--- src/rtl/ram_bank_pkg.sv ---
// ---------------------------------------------------------------------------
// ram_bank_pkg
// Shared definitions for the RAM bank sequencing controller:
//   - default address/data width constants
//   - FSM state encoding for the access sequencer
//   - chip-index width helper
// ---------------------------------------------------------------------------
package ram_bank_pkg;

    localparam int DEF_ADDR_W      = 12;
    localparam int DEF_CHIP_ADDR_W = 10;
    localparam int DEF_DATA_W      = 8;

    typedef enum logic [1:0] {
        ST_IDLE    = 2'd0,
        ST_SETUP   = 2'd1,
        ST_STROBE  = 2'd2,
        ST_RELEASE = 2'd3
    } bank_state_e;

    // Number of request-address bits above the chip offset (the chip index).
    function automatic int chip_idx_w(input int addr_w, input int chip_addr_w);
        return addr_w - chip_addr_w;
    endfunction

endpackage

--- src/rtl/ram_cs_decode.sv ---
// ---------------------------------------------------------------------------
// ram_cs_decode
// Combinational chip-select decoder.
//   idx       : chip index taken from the upper request address bits
//   strobe_en : 1 while the chip should be selected
//   cs_n      : one-hot active-low select (all ones when disabled/out of range)
//   in_range  : idx addresses a populated chip
// ---------------------------------------------------------------------------
module ram_cs_decode
    import ram_bank_pkg::*;
#(
    parameter int IDX_W     = 2,
    parameter int NUM_CHIPS = 4
) (
    input  logic [IDX_W-1:0]     idx,
    input  logic                 strobe_en,
    output logic [NUM_CHIPS-1:0] cs_n,
    output logic                 in_range
);

    // Decode index to a single low select bit; unpopulated indices select nothing.
    always_comb begin
        in_range = (int'(idx) < NUM_CHIPS);
        cs_n     = {NUM_CHIPS{1'b1}};
        for (int i = 0; i < NUM_CHIPS; i++) begin
            if (strobe_en && (int'(idx) == i)) begin
                cs_n[i] = 1'b0;
            end else begin
                cs_n[i] = 1'b1;
            end
        end
    end

endmodule

--- src/rtl/ram_bank_ctrl.sv ---
// ---------------------------------------------------------------------------
// ram_bank_ctrl
// Sequences single-beat read/write requests onto a bank of falling-edge
// triggered 1K x 8 RAM chips: SETUP (address stable, no select), STROBE
// (selected chip low for CS_LOW_CYCLES), RELEASE (deselect, respond).
// Ports:
//   clk, rst_n                 : clock, async active-low reset
//   req_valid/req_ready        : request handshake (ready only when idle)
//   req_we/req_addr/req_wdata  : request fields, captured on accept
//   rsp_valid/rsp_err/rsp_rdata: one-cycle response pulse, error, read data
//   ram_addr/ram_din/ram_we    : shared chip address/data/write enable
//   ram_cs_n                   : per-chip active-low select
//   ram_dout                   : concatenated chip read data
// All ram_* and rsp_* outputs come straight from flops.
// ---------------------------------------------------------------------------
module ram_bank_ctrl
    import ram_bank_pkg::*;
#(
    parameter int ADDR_W        = DEF_ADDR_W,
    parameter int CHIP_ADDR_W   = DEF_CHIP_ADDR_W,
    parameter int DATA_W        = DEF_DATA_W,
    parameter int NUM_CHIPS     = 4,
    parameter int CS_LOW_CYCLES = 2
) (
    input  logic                        clk,
    input  logic                        rst_n,
    input  logic                        req_valid,
    output logic                        req_ready,
    input  logic                        req_we,
    input  logic [ADDR_W-1:0]           req_addr,
    input  logic [DATA_W-1:0]           req_wdata,
    output logic                        rsp_valid,
    output logic                        rsp_err,
    output logic [DATA_W-1:0]           rsp_rdata,
    output logic [CHIP_ADDR_W-1:0]      ram_addr,
    output logic [DATA_W-1:0]           ram_din,
    output logic                        ram_we,
    output logic [NUM_CHIPS-1:0]        ram_cs_n,
    input  logic [NUM_CHIPS*DATA_W-1:0] ram_dout
);

    localparam int IDX_W = chip_idx_w(ADDR_W, CHIP_ADDR_W);
    localparam int CNT_W = (CS_LOW_CYCLES > 1) ? $clog2(CS_LOW_CYCLES) : 1;
    localparam logic [CNT_W-1:0] CNT_LOAD = CNT_W'(CS_LOW_CYCLES - 1);
    localparam logic [CNT_W-1:0] CNT_ZERO = {CNT_W{1'b0}};

    bank_state_e          state_r;
    bank_state_e          state_s;
    logic [CNT_W-1:0]     cnt_r;
    logic [IDX_W-1:0]     idx_r;
    logic                 accept_s;
    logic                 last_strobe_s;
    logic                 strobe_next_s;
    logic                 in_range_s;
    logic [NUM_CHIPS-1:0] cs_n_s;
    logic [DATA_W-1:0]    rd_slice_s;

    assign accept_s = req_valid & req_ready;

    // Next-state logic for the access sequencer.
    always_comb begin
        state_s = state_r;
        case (state_r)
            ST_IDLE: begin
                if (accept_s) begin
                    state_s = ST_SETUP;
                end else begin
                    state_s = ST_IDLE;
                end
            end
            ST_SETUP: state_s = ST_STROBE;
            ST_STROBE: begin
                if (cnt_r == CNT_ZERO) begin
                    state_s = ST_RELEASE;
                end else begin
                    state_s = ST_STROBE;
                end
            end
            ST_RELEASE: state_s = ST_IDLE;
            default:    state_s = ST_IDLE;
        endcase
    end

    // Output-side decode: selects are computed from the next state so the
    // registered cs_n changes exactly on the state transition edge.
    always_comb begin
        strobe_next_s = (state_s == ST_STROBE);
        last_strobe_s = (state_r == ST_STROBE) && (cnt_r == CNT_ZERO);
    end

    ram_cs_decode #(
        .IDX_W     (IDX_W),
        .NUM_CHIPS (NUM_CHIPS)
    ) u_cs_decode (
        .idx       (idx_r),
        .strobe_en (strobe_next_s),
        .cs_n      (cs_n_s),
        .in_range  (in_range_s)
    );

    // Read-data mux: picks the selected chip's output lane.
    always_comb begin
        rd_slice_s = {DATA_W{1'b0}};
        for (int i = 0; i < NUM_CHIPS; i++) begin
            if (int'(idx_r) == i) begin
                rd_slice_s = ram_dout[i*DATA_W +: DATA_W];
            end else begin
                rd_slice_s = rd_slice_s;
            end
        end
    end

    // State register and strobe-length down-counter.
    always_ff @(posedge clk or negedge rst_n) begin
        if (!rst_n) begin
            state_r <= ST_IDLE;
            cnt_r   <= CNT_ZERO;
        end else begin
            state_r <= state_s;
            if (state_r == ST_SETUP) begin
                cnt_r <= CNT_LOAD;
            end else if ((state_r == ST_STROBE) && (cnt_r != CNT_ZERO)) begin
                cnt_r <= cnt_r - {{(CNT_W-1){1'b0}}, 1'b1};
            end
        end
    end

    // Registered outputs: request capture, chip selects, response.
    always_ff @(posedge clk or negedge rst_n) begin
        if (!rst_n) begin
            req_ready <= 1'b1;
            ram_cs_n  <= {NUM_CHIPS{1'b1}};
            ram_addr  <= {CHIP_ADDR_W{1'b0}};
            ram_din   <= {DATA_W{1'b0}};
            ram_we    <= 1'b0;
            idx_r     <= {IDX_W{1'b0}};
            rsp_valid <= 1'b0;
            rsp_err   <= 1'b0;
            rsp_rdata <= {DATA_W{1'b0}};
        end else begin
            req_ready <= (state_s == ST_IDLE);
            ram_cs_n  <= cs_n_s;
            rsp_valid <= (state_s == ST_RELEASE);
            if (accept_s) begin
                ram_addr <= req_addr[CHIP_ADDR_W-1:0];
                ram_din  <= req_wdata;
                ram_we   <= req_we;
                idx_r    <= req_addr[ADDR_W-1:CHIP_ADDR_W];
            end
            // Capture read data on the edge that ends the strobe window;
            // it is held until the next response.
            if (last_strobe_s) begin
                rsp_err   <= ~in_range_s;
                rsp_rdata <= (in_range_s && !ram_we) ? rd_slice_s : {DATA_W{1'b0}};
            end
        end
    end

endmodule

--- config.mk ---
export PLATFORM = sky130hd
export DESIGN_NAME = ram_bank_ctrl
export DESIGN_NICKNAME = d
export VERILOG_FILES = /design/src/rtl/ram_bank_pkg.sv /design/src/rtl/ram_cs_decode.sv /design/src/rtl/ram_bank_ctrl.sv
export SDC_FILE = /design/constraint.sdc
export NUM_CORES = 1
export LEC_CHECK = 0
export CELL_PAD_IN_SITES_DETAIL_PLACEMENT = 0
export CELL_PAD_IN_SITES_GLOBAL_PLACEMENT = 1
export CORE_ASPECT_RATIO = 0.7
export CORE_MARGIN = 4
export CORE_UTILIZATION = 30
export CTS_CLUSTER_DIAMETER = 30
export DETAILED_ROUTE_END_ITERATION = 16
export GPL_ROUTABILITY_DRIVEN = 0
export PLACE_DENSITY = 0.91
export SYNTH_ARGS = -nofsm -noshare
export SYNTH_HDL_FRONTEND = slang
export SYNTH_HIERARCHICAL = 1
export SYNTH_SLANG_ARGS = --single-unit
--- constraint.sdc ---
create_clock -name clk -period 1.9 [get_ports clk]
set_input_delay 0.285 -clock clk [delete_from_list [all_inputs] [get_ports clk]]
set_output_delay 0.285 -clock clk [all_outputs]
set_load 0.05 [all_outputs]
### After elaboration in Yosys (flattened, before gate mapping)

Cells that the tools add are included.

* flip-flop bits (word level): 38
* input port bits: 56
* output and inout port bits: 34

* add/sub/neg operators: 1
* equal/unequal tests: 8
* multiplexer cells: 14
* bitwise logic cells: 2
* reduce and logical (&&, ||, !) cells: 10

Operators with widths (number)
* 8-bit two-way mux: 5
* 2-bit == test (second input constant): 6
* 1-bit two-way mux: 8
* 2-bit case mux with 4 select lines: 1
* 1-bit logical AND: 6
* 2-bit zero test: 3
* 2-bit by 1-bit == test with 1-bit output (second input constant): 2
* 2-bit nonzero test: 1
* 1-bit AND: 1
* 1-bit NOT: 1
* 1-bit subtractor (second input constant): 1

### Logic depth before layout (Yosys ltp)

* word-level depth: 6
* depth in mapped cells: 5
* gate-level depth less buffers: 5

### By module

The synthesis kept the hierarchy.

Modules (own cells, without submodules)
* ram_bank_ctrl: times used 1, cells an instance 100, area each 1631.6 um^2
* ram_cs_decode: times used 1, cells an instance 6, area each 40.0 um^2

### Worst setup path after synthesis

No wires, ideal clock.

* path kind: reg-to-reg
* from: register state_r[0]
* to: register ram_cs_n[0]
* setup time: 0.088 ns
* arrival time: 1.453 ns
* slack: 0.359 ns
* cell stages (with the launch flop): 6
* buffers on the path: 0
* cell sequence: dfrtp_1 > inv_1 > ha_1 > and3_1 > nor3b_1 > or3b_1

* cells in the longest elaborated chain, start to end: 5
* elaborated cells between the ends (all ways): 8
* those cells by class: 4 x eq/ne; 2 x mux; 2 x reduce/logical

RTL lines
* start, declared: line ram_bank_ctrl.sv:47 `bank_state_e state_r;`
* start signal, assigned: line ram_bank_ctrl.sv:119 `state_r <= state_s;`
* 2-bit == test, or another cell as far along: line ram_bank_ctrl.sv:63 `case (state_r)`
* 2-bit case mux with 4 select lines (*): line ram_bank_ctrl.sv:63
* 2-bit == test (*): line ram_bank_ctrl.sv:87 `strobe_next_s = (state_s == ST_STROBE);`
* named net strobe_next_s: line ram_bank_ctrl.sv:53 `logic strobe_next_s;`
* 1-bit logical AND (*): line ram_cs_decode.sv:26 `if (strobe_en && (int'(idx) == i)) begin`
* 1-bit two-way mux (*): line ram_cs_decode.sv:26
* named net cs_n_s[0]: line ram_bank_ctrl.sv:55 `logic [NUM_CHIPS-1:0] cs_n_s;`
* end signal, assigned: line ram_bank_ctrl.sv:132 `ram_cs_n <= {NUM_CHIPS{1'b1}};`
* end signal, assigned: line ram_bank_ctrl.sv:142 `ram_cs_n <= cs_n_s;`
* end, declared: line ram_bank_ctrl.sv:38 `output logic [NUM_CHIPS-1:0] ram_cs_n,`

The timed path passes the listed nets; every way through them passes the cells marked *.
A chain may end at the register's enable or synchronous reset.

### Worst setup path in the final report

* from: register rsp_rdata[5]
* to: output rsp_rdata[5]

RTL lines
* start, declared: line ram_bank_ctrl.sv:34 `output logic [DATA_W-1:0] rsp_rdata,`
* start signal, assigned: line ram_bank_ctrl.sv:139 `rsp_rdata <= {DATA_W{1'b0}};`
* start signal, assigned: line ram_bank_ctrl.sv:154 `rsp_rdata <= (in_range_s && !ram_we) ? rd_slice_s : {DATA_W{1'b0}};`

No word-level cell between the ends.

==> metrics.md <==
| Metric | Value |
|---|---|
| Pin slew with the least headroom to its limit | `598 ps` |
| Area Growth Syn to Fin | `65.1%` |
| Main flop type after synthesis | `dfrtp_1` |
| Max-slew headroom | `0.601` |
| Setup repair bufs after CTS | `0` |
| Reg clk slew, reported paths | `80 ps` |
| Via-to-Cell Ratio | `4.51` |
| Drt first-iter violations | `36` |
| Port buffer count | `89` |
| Post-synthesis cell type count | `25` |
| WL/cell | `15.7 um` |
| CTS HTree Levels | `2` |
| Max-cap violation count | `0` |
| Layout Utilization | `0.520` |
| Crit-path max FO | `2` |
| DR vias | `1223` |
| Die Area | `6850 um^2` |
| Die X | `97.2 um` |
| Clock Tree Buf Depth | `2` |
| Crit. path cell count | `1` |
| Fmax | `0.561 GHz` |
| CTS buffer count | `5` |
| CTS tree | `built` |
| Gr usage total | `0.128` |
| Total global routing overflow | `0` |
| Filler instances | `444` |
| I/O pin count | `90` |
| Avg Synthesized Cell Area | `15.8 um^2` |
| Vias in the first global route | `1310` |
| # diodes | `0` |
| CTS hold repair buffers | `0` |
| Mapped cell area | `1670 um^2` |
| Mapped Cells | `106` |
| #FFs+latches synth | `39` |
| Post-synth ARST share | `1.00` |
| Min-delay worst type | `input port to async pin` |
| Critical path class | `flip-flop to primary output` |
| Floorplan core area | `5310 um^2` |
| Total clock sinks | `39` |
| Largest net degree at the start of global routing | `40` |
| Worst path bufs/invs | `1` |
| Ratio of cells with drive above 1 in the final layout | `0.261` |
| Critical-path cell list | `clkdlybuf4s50_1` |
| Worst vdd ir | `951 uV` |
| Leak | `1.16 nW` |
| Final setup fails | `0` |
| HPWL Detailed | `3420 um` |
| Post-Route Skew | `7.71 ps` |
| CP max stage delay | `820 ps` |
| First-pass GRT wire length | `6920 um` |
| Minimum clock period | `1780 ps` |
| Final instance area | `2760 um^2` |
| CP arrival | `1500 ps` |
| # DRC | `0` |
| RSZ-0062 raised after global routing | `no` |
| Startpoint Class | `flip-flop` |
| Req. time, crit path | `1620 ps` |
| Slew Viols, Final | `0` |
| Cell count of the worst reg-to-reg path | `5` |
| Synth Warn # | `6` |
| Final TNS setup | `0 ps` |
| Total Wirelength | `4250 um` |
| Critical path's slowest cell | `clkdlybuf4s50_1` |
| DR pass1 iterations | `4` |
| Cell Pwr Density | `1830 nW/um^2` |
| Final hold viol count | `0` |
| # rows | `22` |
| Setup crit end kind | `primary output` |
| Initial antenna violation count | `0` |
| DIE HEIGHT | `70.5 um` |
| Number of synthesized flops with an enable pin | `0` |
| Area after DPL | `2630 um^2` |
| CTS resizes | `0` |
| CTS root buf | `clkbuf_8` |
| Fin crit share | `0.938` |
| CP delay by family, top | `buffers and inverters` |
| Clock Latency Late Sink | `280 ps` |
| Sequential area share after synthesis | `0.588` |
| Status | `complete, no violations` |
| Final #Nets | `257` |
| Post-synth net total | `165` |
| DRT antenna net count | `0` |
| Initial core utilization | `0.315` |
-- sequential cells by signal (all words and copies together) (netlist names) --
signal / cells
req_ready: 1
rsp_rdata: 8
rsp_err: 1
state_r: 2
cnt_r: 1
idx_r: 2
rsp_valid: 1
ram_addr: 10
ram_we: 1
ram_din: 8
ram_cs_n: 4
-- per-layer routing --
layer	part of all wire	wire, um	track usage	vias up
met5	0	0	0	-
met3	0.051	218	0.0289	5
met1	0.45	1930	0.176	609
li1	-	-	-	569
met4	0.010	43	0.0369	0
met2	0.48	2060	0.203	40
-- cells in the final DEF, fill, tap and decap left out, types with 2 or more instances in the layout --
cell type,instances
nor3b_1,2
mux2_2,21
a22o_1,8
clkdlybuf4s50_1,82
mux4_2,8
bufinv_16,2
inv_1,4
dfrtp_1,34
ha_1,3
nand3b_1,2
buf_4,8
dfstp_2,5
clkbuf_8,5
-- report_power, final --
| group | switching (mW) | leakage, nW | internal (mW) | total, mW |
|---|---|---|---|---|
| registers | 0.271 | 0.470 | 1.23 | 1.50 |
| logic | 1.61 | 0.626 | 1.14 | 2.75 |
| clock network | 0.276 | 0.0654 | 0.525 | 0.801 |
| total | 2.16 | 1.16 | 2.89 | 5.04 |
-- logic make-up (layout without fill, tap and decap cells) --
family / count (synthesis) / in the layout / share of synthesized area
AO/OA/AOI/OAI: 10 / 10 / 0.0509
adder cells (fa/ha/maj): 3 / 3 / 0.0225
buffers and inverters: 11 / 104 / 0.0329
flip-flops: 39 / 39 / 0.588
multiplexers: 30 / 30 / 0.255
other: 1 / 1 / 0.00224
AND/OR/NAND/NOR: 12 / 12 / 0.0486
-- final cells by class --
class	count	area, um^2	share of cell area
Sequential cell	39	982	0.356
Timing Repair Buffer	92	906	0.328
Multi-Input combinational cell	56	634	0.230
Tap cell	72	90.1	0.0326
Clock buffer	6	72.6	0.0263
Clock inverter	2	60.1	0.0218
Inverter	4	15.0	0.00544
-- worst register-to-register path, cell delays in order (launching register included) --
cell and delay (ps):
dfrtp_1 350, inv_1 60, ha_1 200, and3_1 220, nor3b_1 410, or3b_1 390
-- path summary, 6_finish.rpt --
path | startpoint | end | slack (ps)
max | rsp_rdata[5]$_DFFE_PN0P_ | rsp_rdata[5] | 120
min | rst_n | ram_addr[6]$_DFFE_PN0P_ | 50
max reg2reg | state_r[0]$_DFF_PN0_ | ram_cs_n[0]$_DFF_PN1_ | 200
min reg2reg | rsp_rdata[1]$_DFFE_PN0P_ | rsp_rdata[1]$_DFFE_PN0P_ | 500
max in group asynchronous | rst_n | ram_cs_n[1]$_DFF_PN1_ | 1500
min in group clk | rsp_rdata[1]$_DFFE_PN0P_ | rsp_rdata[1]$_DFFE_PN0P_ | 500
-- per-stage QoR --
stage	std cells	hold slack, ps	total power, mW	setup WS [ps]
after floorplan	106	-10.6	3.37	359
after global placement	263	366	4.24	161
after detailed placement	263	375	4.29	95.1
after CTS	271	63.9	5.10	112
after global routing	271	83.3	5.31	79.6
final	271	46.7	5.04	118
-- cell usage after synthesis, types with 2 or more instances --
| master | count | area share |
|---|---|---|
| a22o_1 | 8 | 0.042 |
| inv_1 | 4 | 0.0090 |
| mux2_2 | 21 | 0.14 |
| dfrtp_1 | 34 | 0.51 |
| buf_2 | 2 | 0.0060 |
| nor3b_1 | 2 | 0.0090 |
| nand3b_1 | 2 | 0.0090 |
| ha_1 | 3 | 0.022 |
| dfstp_2 | 5 | 0.079 |
| mux4_2 | 8 | 0.11 |
| clkbuf_1 | 3 | 0.0067 |
(Power assumes the default switching activity.)
==> patch (same flow settings) <==
Re-encode `bank_state_e` (4 states) as one-hot, 4 bits wide.
--- a/src/rtl/ram_bank_pkg.sv
+++ b/src/rtl/ram_bank_pkg.sv
@@ -13,7 +13,7 @@
 
-    typedef enum logic [1:0] {
-        ST_IDLE    = 2'd0,
-        ST_SETUP   = 2'd1,
-        ST_STROBE  = 2'd2,
-        ST_RELEASE = 2'd3
+    typedef enum logic [3:0] {
+        ST_IDLE    = 4'b0001,
+        ST_SETUP   = 4'b0010,
+        ST_STROBE  = 4'b0100,
+        ST_RELEASE = 4'b1000
     } bank_state_e;
Check against the original RTL: no difference found for any inputs over 10 cycles, from zero or initial values and one cycle with rst_n low; not proved beyond that.
==> patch against the original RTL <==
  * Power fell by 26%
  * Wire length fell by 2.4%
  * Sequential cell count rose by 2
  * Clock power fell by 32%
  * Cell area rose by 1.5%
  * Area after synthesis rose by 5.1%
  * Setup slack improved by 0.032 ns
  * Sequential power fell by 9%
==> patch: results (changes against the original RTL) <==
<table>
<tr><th>Metric</th><th>Value</th></tr>
<tr><th colspan="2">Layout</th></tr>
<tr><td>Fraction of final layout cells sized beyond drive strength 1</td><td>26.79% (was 26.13%)</td></tr>
<tr><th colspan="2">Placed design</th></tr>
<tr><td>Post-DP HPWL</td><td>3255 um (was 3424 um)</td></tr>
<tr><td>Pre-CTS worst setup slack</td><td>0.1490 ns (was 0.09513 ns)</td></tr>
<tr><th colspan="2">Setup path</th></tr>
<tr><td>Arrival time at the worst endpoint</td><td>1.47 ns (was 1.50 ns)</td></tr>
<tr><th colspan="2">Detailed routing</th></tr>
<tr><td>Drt first-iter violations</td><td>68 (was 36)</td></tr>
<tr><td>Wire length on met1</td><td>1839 um (was 1930 um)</td></tr>
<tr><td>Wire length on met2</td><td>1878 um (was 2055 um)</td></tr>
<tr><td>DR vias/cell</td><td>4.525 (was 4.513)</td></tr>
<tr><td>Wire length on met3</td><td>412 um (was 218 um)</td></tr>
<tr><td>Routed len/inst</td><td>14.60 um (was 15.67 um)</td></tr>
<tr><th colspan="2">Logic synthesis</th></tr>
<tr><td>Syn avg cell area</td><td>15.41 um^2 (was 15.77 um^2)</td></tr>
<tr><td>Number of nets produced by synthesis</td><td>170 (was 165)</td></tr>
<tr><td>Seq/Total Area, Yosys</td><td>58.83% (was 58.76%)</td></tr>
<tr><td>Cell types with the largest area share after synthesis</td><td>sky130_fd_sc_hd__dfrtp_1 (50%), sky130_fd_sc_hd__mux2_2 (13%), sky130_fd_sc_hd__mux4_2 (10%), sky130_fd_sc_hd__dfstp_2 (9.0%), sky130_fd_sc_hd__a22o_1 (4.0%) (was sky130_fd_sc_hd__dfrtp_1 (51%), sky130_fd_sc_hd__mux2_2 (14%), sky130_fd_sc_hd__mux4_2 (11%), sky130_fd_sc_hd__dfstp_2 (7.9%), sky130_fd_sc_hd__a22o_1 (4.2%))</td></tr>
<tr><th colspan="2">GRT</th></tr>
<tr><td>Wire length of the first global-routing pass</td><td>6886 um (was 6920 um)</td></tr>
<tr><td>Via count of the first global-routing pass</td><td>1,430 (was 1,310)</td></tr>
<tr><th colspan="2">Run status</th></tr>
<tr><td>Status</td><td>complete, no violations (unchanged)</td></tr>
<tr><th colspan="2">Power</th></tr>
<tr><td>Worst ir drop on vdd</td><td>0.7390 mV (was 0.9510 mV)</td></tr>
<tr><th colspan="2">STA</th></tr>
<tr><td>Worst setup skew after layout</td><td>0.009943 ns (was 0.007709 ns)</td></tr>
<tr><td>Normalized max-slew margin</td><td>58.04% (was 60.13%)</td></tr>
</table>
[patch: cell types whose count changed after synthesis, sizes merged, moves of 2 or more]
cell	unedited run	this run
nor4b	0	2
clkbuf	3	1
ha	3	0
o21ai	0	3
a211oi	0	2
nand2	1	3
nor3b	2	0
o21bai	0	2
[patch: cell type report]
type,instances,share of cell area [%]
flip-flops and latches,41,36.91
multi-input cells,64,24.22
clock inverters,2,0.3575
well taps,75,3.351
inverters,3,0.4021
repair buffers,93,32.17
clock buffers,6,2.592
[patch: power breakdown]
part           leakage [nW]  internal, mW  switching, mW
clock network        0.0450         0.255          0.289
registers             0.485          1.14          0.228
logic                 0.600         0.790           1.04
[patch: path summary, 6_finish.rpt]
kind | startpoint | endpoint | slack, ns | cells after the start
setup / recovery | rsp_rdata[3] | rsp_rdata[3] | 0.15 | 1
hold / removal | rst_n | ram_addr[4] | 0.01 | 1
setup reg to reg | state_r[1] | rsp_rdata[3] | 0.16 | 3
hold reg to reg | ram_addr[7] | ram_addr[7] | 0.51 | 1
max in group asynchronous | rst_n | ram_addr[5] | 1.26 | 2
min in group clk | ram_addr[7] | ram_addr[7] | 0.51 | 1
[patch: logic make-up after synthesis]
family	Yosys count	share of synthesized area (%)
multiplexers	29	23.72
AO/OA/AOI/OAI	17	7.264
other	1	0.2135
buffers and inverters	9	2.564
AND/OR/NAND/NOR	17	7.407
flip-flops	41	58.83
[patch: routing by layer]
metal / vias up / global-route usage (%)
li1: 614 / -
met1: 612 / 15.59
met2: 56 / 19.12
met3: 3 / 5.668
met4: 0 / 2.273
met5: - / 0
